<file path="config.mk">
export PLATFORM = sky130hd
export DESIGN_NAME = uart_transmitter
export DESIGN_NICKNAME = d
export VERILOG_FILES = /design/src/rtl/uart_transmitter.sv
export SDC_FILE = /design/constraint.sdc
export NUM_CORES = 1
export LEC_CHECK = 0
export BUFFER_PORTS_ARGS = -buffer_cell sky130_fd_sc_hd__buf_4
export CAP_MARGIN = 40
export CELL_PAD_IN_SITES_DETAIL_PLACEMENT = 1
export CELL_PAD_IN_SITES_GLOBAL_PLACEMENT = 1
export CORE_ASPECT_RATIO = 1.1
export CORE_MARGIN = 8
export CORE_UTILIZATION = 47
export CTS_CLUSTER_DIAMETER = 40
export DETAILED_ROUTE_END_ITERATION = 16
export GPL_ROUTABILITY_DRIVEN = 1
export GPL_TIMING_DRIVEN = 0
export PLACE_DENSITY_LB_ADDON = 0.1
export SYNTH_ARGS = -nofsm -noshare
export SYNTH_HDL_FRONTEND = slang
export SYNTH_SLANG_ARGS = --single-unit
</file>
<file path="constraint.sdc">
create_clock -name clk -period 2.5 [get_ports clk]
set_clock_uncertainty 0.05 [all_clocks]
set_input_delay 0.375 -clock clk [delete_from_list [all_inputs] [get_ports clk]]
set_output_delay 0.375 -clock clk [all_outputs]
set_load 0.1 [all_outputs]
</file>
<file path="src/rtl/uart_transmitter.sv">
// UART transmitter: start bit, LSB-first data, stop bits, registered line.
// A one-entry holding register lets frames run back to back with no gap.
`timescale 1ns/1ps
module uart_transmitter #(
  parameter int CYCLES_PER_SYMBOL = 125_000_000 / 115_200,
  parameter int DATA_BITS = 8,
  parameter int STOP_BITS = 1
) (
  input  logic                 clk,
  input  logic                 rst_n,
  input  logic [DATA_BITS-1:0] data_in,
  input  logic                 data_valid,
  output logic                 data_ready,
  output logic                 signal_out,
  output logic                 busy
);

  localparam int SW = $clog2(CYCLES_PER_SYMBOL + 1);
  localparam int BW = $clog2(DATA_BITS + 1);
  localparam int PW = $clog2(STOP_BITS + 1);
  localparam logic [SW-1:0] SYM_LAST = SW'(CYCLES_PER_SYMBOL - 1);
  localparam logic [BW-1:0] BIT_LAST = BW'(DATA_BITS - 1);
  localparam logic [PW-1:0] STOP_LAST = PW'(STOP_BITS - 1);

  typedef enum logic [1:0] {
    IDLE,
    START,
    DATA,
    STOP
  } state_t;

  state_t               state, state_n;
  logic [DATA_BITS-1:0] shifter, shifter_n;
  logic [DATA_BITS-1:0] hold, hold_n;
  logic                 hold_full, hold_full_n;
  logic [SW-1:0]        sym_cnt, sym_n;
  logic [BW-1:0]        bit_cnt, bit_n;
  logic [PW-1:0]        stop_cnt, stop_n;
  logic                 line_n;
  logic                 accept;
  logic                 tick;
  logic [DATA_BITS-1:0] shifted;

  assign data_ready = ~hold_full;
  assign busy       = (state != IDLE) | hold_full;
  assign accept     = data_valid & ~hold_full;
  assign tick       = (sym_cnt == SYM_LAST);
  assign shifted    = shifter >> 1;

  always_ff @(posedge clk or negedge rst_n) begin
    if (!rst_n) begin
      state      <= IDLE;
      shifter    <= '0;
      hold       <= '0;
      hold_full  <= 1'b0;
      sym_cnt    <= '0;
      bit_cnt    <= '0;
      stop_cnt   <= '0;
      signal_out <= 1'b1;
    end else begin
      state      <= state_n;
      shifter    <= shifter_n;
      hold       <= hold_n;
      hold_full  <= hold_full_n;
      sym_cnt    <= sym_n;
      bit_cnt    <= bit_n;
      stop_cnt   <= stop_n;
      signal_out <= line_n;
    end
  end

  always_comb begin
    state_n     = state;
    shifter_n   = shifter;
    hold_n      = hold;
    hold_full_n = hold_full;
    bit_n       = bit_cnt;
    stop_n      = stop_cnt;
    line_n      = signal_out;
    sym_n       = '0;
    if (state != IDLE) begin
      sym_n = tick ? '0 : sym_cnt + 1'b1;
      if (accept) begin
        hold_n      = data_in;
        hold_full_n = 1'b1;
      end
    end
    unique case (state)
      IDLE: begin
        if (accept) begin
          shifter_n = data_in;
          state_n   = START;
          line_n    = 1'b0;
        end
      end
      START: begin
        if (tick) begin
          state_n = DATA;
          line_n  = shifter[0];
        end
      end
      DATA: begin
        if (tick) begin
          shifter_n = shifted;
          if (bit_cnt == BIT_LAST) begin
            bit_n   = '0;
            state_n = STOP;
            line_n  = 1'b1;
          end else begin
            bit_n  = bit_cnt + 1'b1;
            line_n = shifted[0];
          end
        end
      end
      STOP: begin
        if (tick) begin
          if (stop_cnt == STOP_LAST) begin
            // Frame end: a pending byte wins; a direct accept bypasses hold.
            stop_n = '0;
            if (hold_full) begin
              shifter_n   = hold;
              hold_full_n = 1'b0;
              state_n     = START;
              line_n      = 1'b0;
            end else if (accept) begin
              shifter_n   = data_in;
              hold_full_n = 1'b0;
              state_n     = START;
              line_n      = 1'b0;
            end else begin
              state_n = IDLE;
              line_n  = 1'b1;
            end
          end else begin
            stop_n = stop_cnt + 1'b1;
          end
        end
      end
      default: begin
        state_n = IDLE;
        line_n  = 1'b1;
      end
    endcase
  end

endmodule

</file>
==> impl_metrics.ini <==
[timing]
rsz0062_at_grt = false
worst_pin_slew_ps = 650
hold_viol_final = 0
tns_ps = 0
period_share_pct = 86.2
fmax_mhz = 464
relSlewSlack_pct = 56.7
slew_violations = 0
setup-violations-final = 0
period_needed_ps = 2150

[worst_setup_path]
required_ps = 2080
crit_type = reg2out
cp-end-kind = output port
cp-start-kind = register
cp.arrival_ps = 1730
path_max_fanout = 8

[route]
drc_errors = 0
totalWireLength_um = 3990
firstDrtPassIters = 7
ant_nets = 0
first_iter_violations = 111
detailroute.via_count = 1349
routedWlPerCell_um = 17.3
viasPerCell = 5.84

[global_route]
antenna_found_initial = 0
grt_pass1_vias = 1418
grt_pass1_wl_um = 6970
grt_max_degree = 36
grtUsageTotal_pct = 15.0
grt-ovfl-total = 0

[worst_hold_path]
hp-class = in2reg

[synthesis]
syn_area_per_cell_um2 = 11.1
yosysTopAreaCell = dfrtp_1
synth.distinct_cells = 39
synth_top_area_share_pct = 48.3
synth_nets = 177
syn-cell-area_um2 = 1760
ys_ff_latch = 35
ys_top_cells_by_area = dfrtp_1 (48%), mux2_2 (6.4%), ha_1 (5.0%), a222oi_1 (4.0%), o2bb2ai_1 (4.0%)
ys_warn_count = 0
netlist_instances = 159
synth-seq-area-share_pct = 49.8

[final_layout]
finalNonFillerCells = 231
num_antenna_cells = 0
nets = 198
fill_cells = 414
drive_gt1_share_pct = 22.1
synthToLayoutAreaGrowth_pct = 14.8
seqCellArea_um2 = 877
multi_input_area_um2 = 817
utilization_pct = 55.8

[power]
vdd_drop_max_mv = 0.333
power_frac_comb_pct = 37.7
fin_total_pwr_uw = 2090
p_int_uw = 1310
switching_share_pct = 37.3
p_switching_uw = 781
p_clk_share_pct = 20.5
seqPwrFrac_pct = 41.8
power_density_nw_per_um2 = 1040
power_leakage_uw = 0.000905

[clock_tree]
cts_inserted_buffers = 5
cts_buffer_depth = 2
cts_setup_buffers = 0
clk_latency_ps = 290
ctsHoldBuffers = 1
cts_sinks = 35
ctsHtreeMaxLevel = 2
cts_tree = built
clk_pin_slew_worst_paths_ps = 70
cts_resized = 0
root_buffer = clkbuf_8

[placed_design]
numPortBuffers = 13
place.gp.congestion = 0.798
place_inst = 222
post-dp-hpwl_um = 2770

[status]
outcome = completed

[floorplan]
die_x_um = 74.4
core_area_um2 = 3630
ios = 14
die_h_um = 80.2
rows = 23
die-area_um2 = 5970
initial_core_util_pct = 48.6

[job]
drv_cap = 0
-- flip-flops by register name, indices dropped and copies added (netlist names) --
name and cells:
signal_out 1, bit_cnt 4, state 2, shifter 8, hold_full 1, sym_cnt 11
hold 8
-- logic make-up (layout without fill, tap and decap cells) --
kind of cell,Yosys count,in the layout,share of synthesized area [%]
buffers and inverters,17,39,3.83
AO/OA/AOI/OAI,33,33,15.6
XOR/XNOR,10,10,4.97
flip-flops,35,35,49.8
AND/OR/NAND/NOR,47,47,14.5
multiplexers,10,10,6.39
adder cells (fa/ha/maj),7,7,4.97
-- worst max-delay path, cell delays in order, from the launching register on --
cell	delay, ps
dfrtp_1	470
inv_1	120
ha_1	160
clkbuf_1	350
nand2_1	100
buf_4	240
-- cell usage in the layout (no fill, tap or decap), drive strengths merged, types with 3 or more instances in the layout --
master,count
o21ai,3
a21oi,5
inv,10
clkbuf,10
nand2,6
mux2,10
xnor2,7
dfrtp,34
nor3,4
nand3,6
xor2,3
a222oi,7
o2bb2ai,8
buf,17
nor2,17
ha,7
-- cells in the mapped netlist (all sizes together) --
master   instances
o21ai            3
o32a             1
ha               7
xor2             3
a41oi            1
nor3b            2
nand2            6
a222oi           7
nand4            2
a221oi           1
and4bb           1
a21oi            5
buf              4
a31oi            1
and2             2
a22oi            1
or4              1
o2bb2ai          8
and3             2
nor3             4
dfrtp           34
nand2b           2
mux2            10
a21o             2
a211oi           1
o22a             1
xnor2            7
inv             10
o32ai            1
dfstp            1
or2              1
nor2            17
nand3b           1
nand3            6
clkbuf           3
-- stage by stage --
| stage | instance area [um2] | hold slack, ps | setup slack [ps] |
|---|---|---|---|
| 6_report | 2020 | 278 | 345 |
| 5_1_grt | 2020 | 275 | 177 |
| 4_1_cts | 2020 | 268 | 335 |
| 3_5_place_dp | 1920 | 298 | 460 |
| 3_3_place_gp | 1920 | 296 | 538 |
| 2_1_floorplan | 1760 | 29.4 | 260 |
-- routing by layer --
metal  vias to the layer above  share of wire (%)  GRT usage (%)
li1                        618                  -              -
met1                       700                 41           17.4
met2                        23                 53           25.5
met3                         8                4.3           3.99
met4                         0                1.7           5.88
met5                         -                  0              0
-- area by class of cell --
type | instances | share of cell area, %
flip-flops and latches | 35 | 43.4
multi-input cells | 107 | 40.4
repair buffers | 14 | 5.32
clock buffers | 7 | 4.27
well taps | 50 | 3.09
inverters | 10 | 1.86
plain buffers | 7 | 1.48
clock inverters | 1 | 0.247
-- power groups by stage --
stage / sequential (uW) / combinational, uW / clock, uW
2_1_floorplan: 870 / 578 / 0
3_3_place_gp: 869 / 748 / 0
3_5_place_dp: 884 / 789 / 0
4_1_cts: 875 / 797 / 444
5_1_grt: 901 / 899 / 457
6_report: 876 / 789 / 429
-- path summary, 6_finish.rpt --
path                       depth (start not counted)  slack (ps)        from         end
min in group asynchronous                          2         530       rst_n  shifter[0]
setup / recovery                                   5         350    state[1]        busy
max in group asynchronous                          2        1540       rst_n  signal_out
setup reg to reg                                   7         410    state[1]  shifter[2]
hold reg to reg                                    2         430  signal_out  signal_out
hold / removal                                     2         280  data_in[1]     hold[1]
Note: power is estimated with default switching activity, not from simulation.
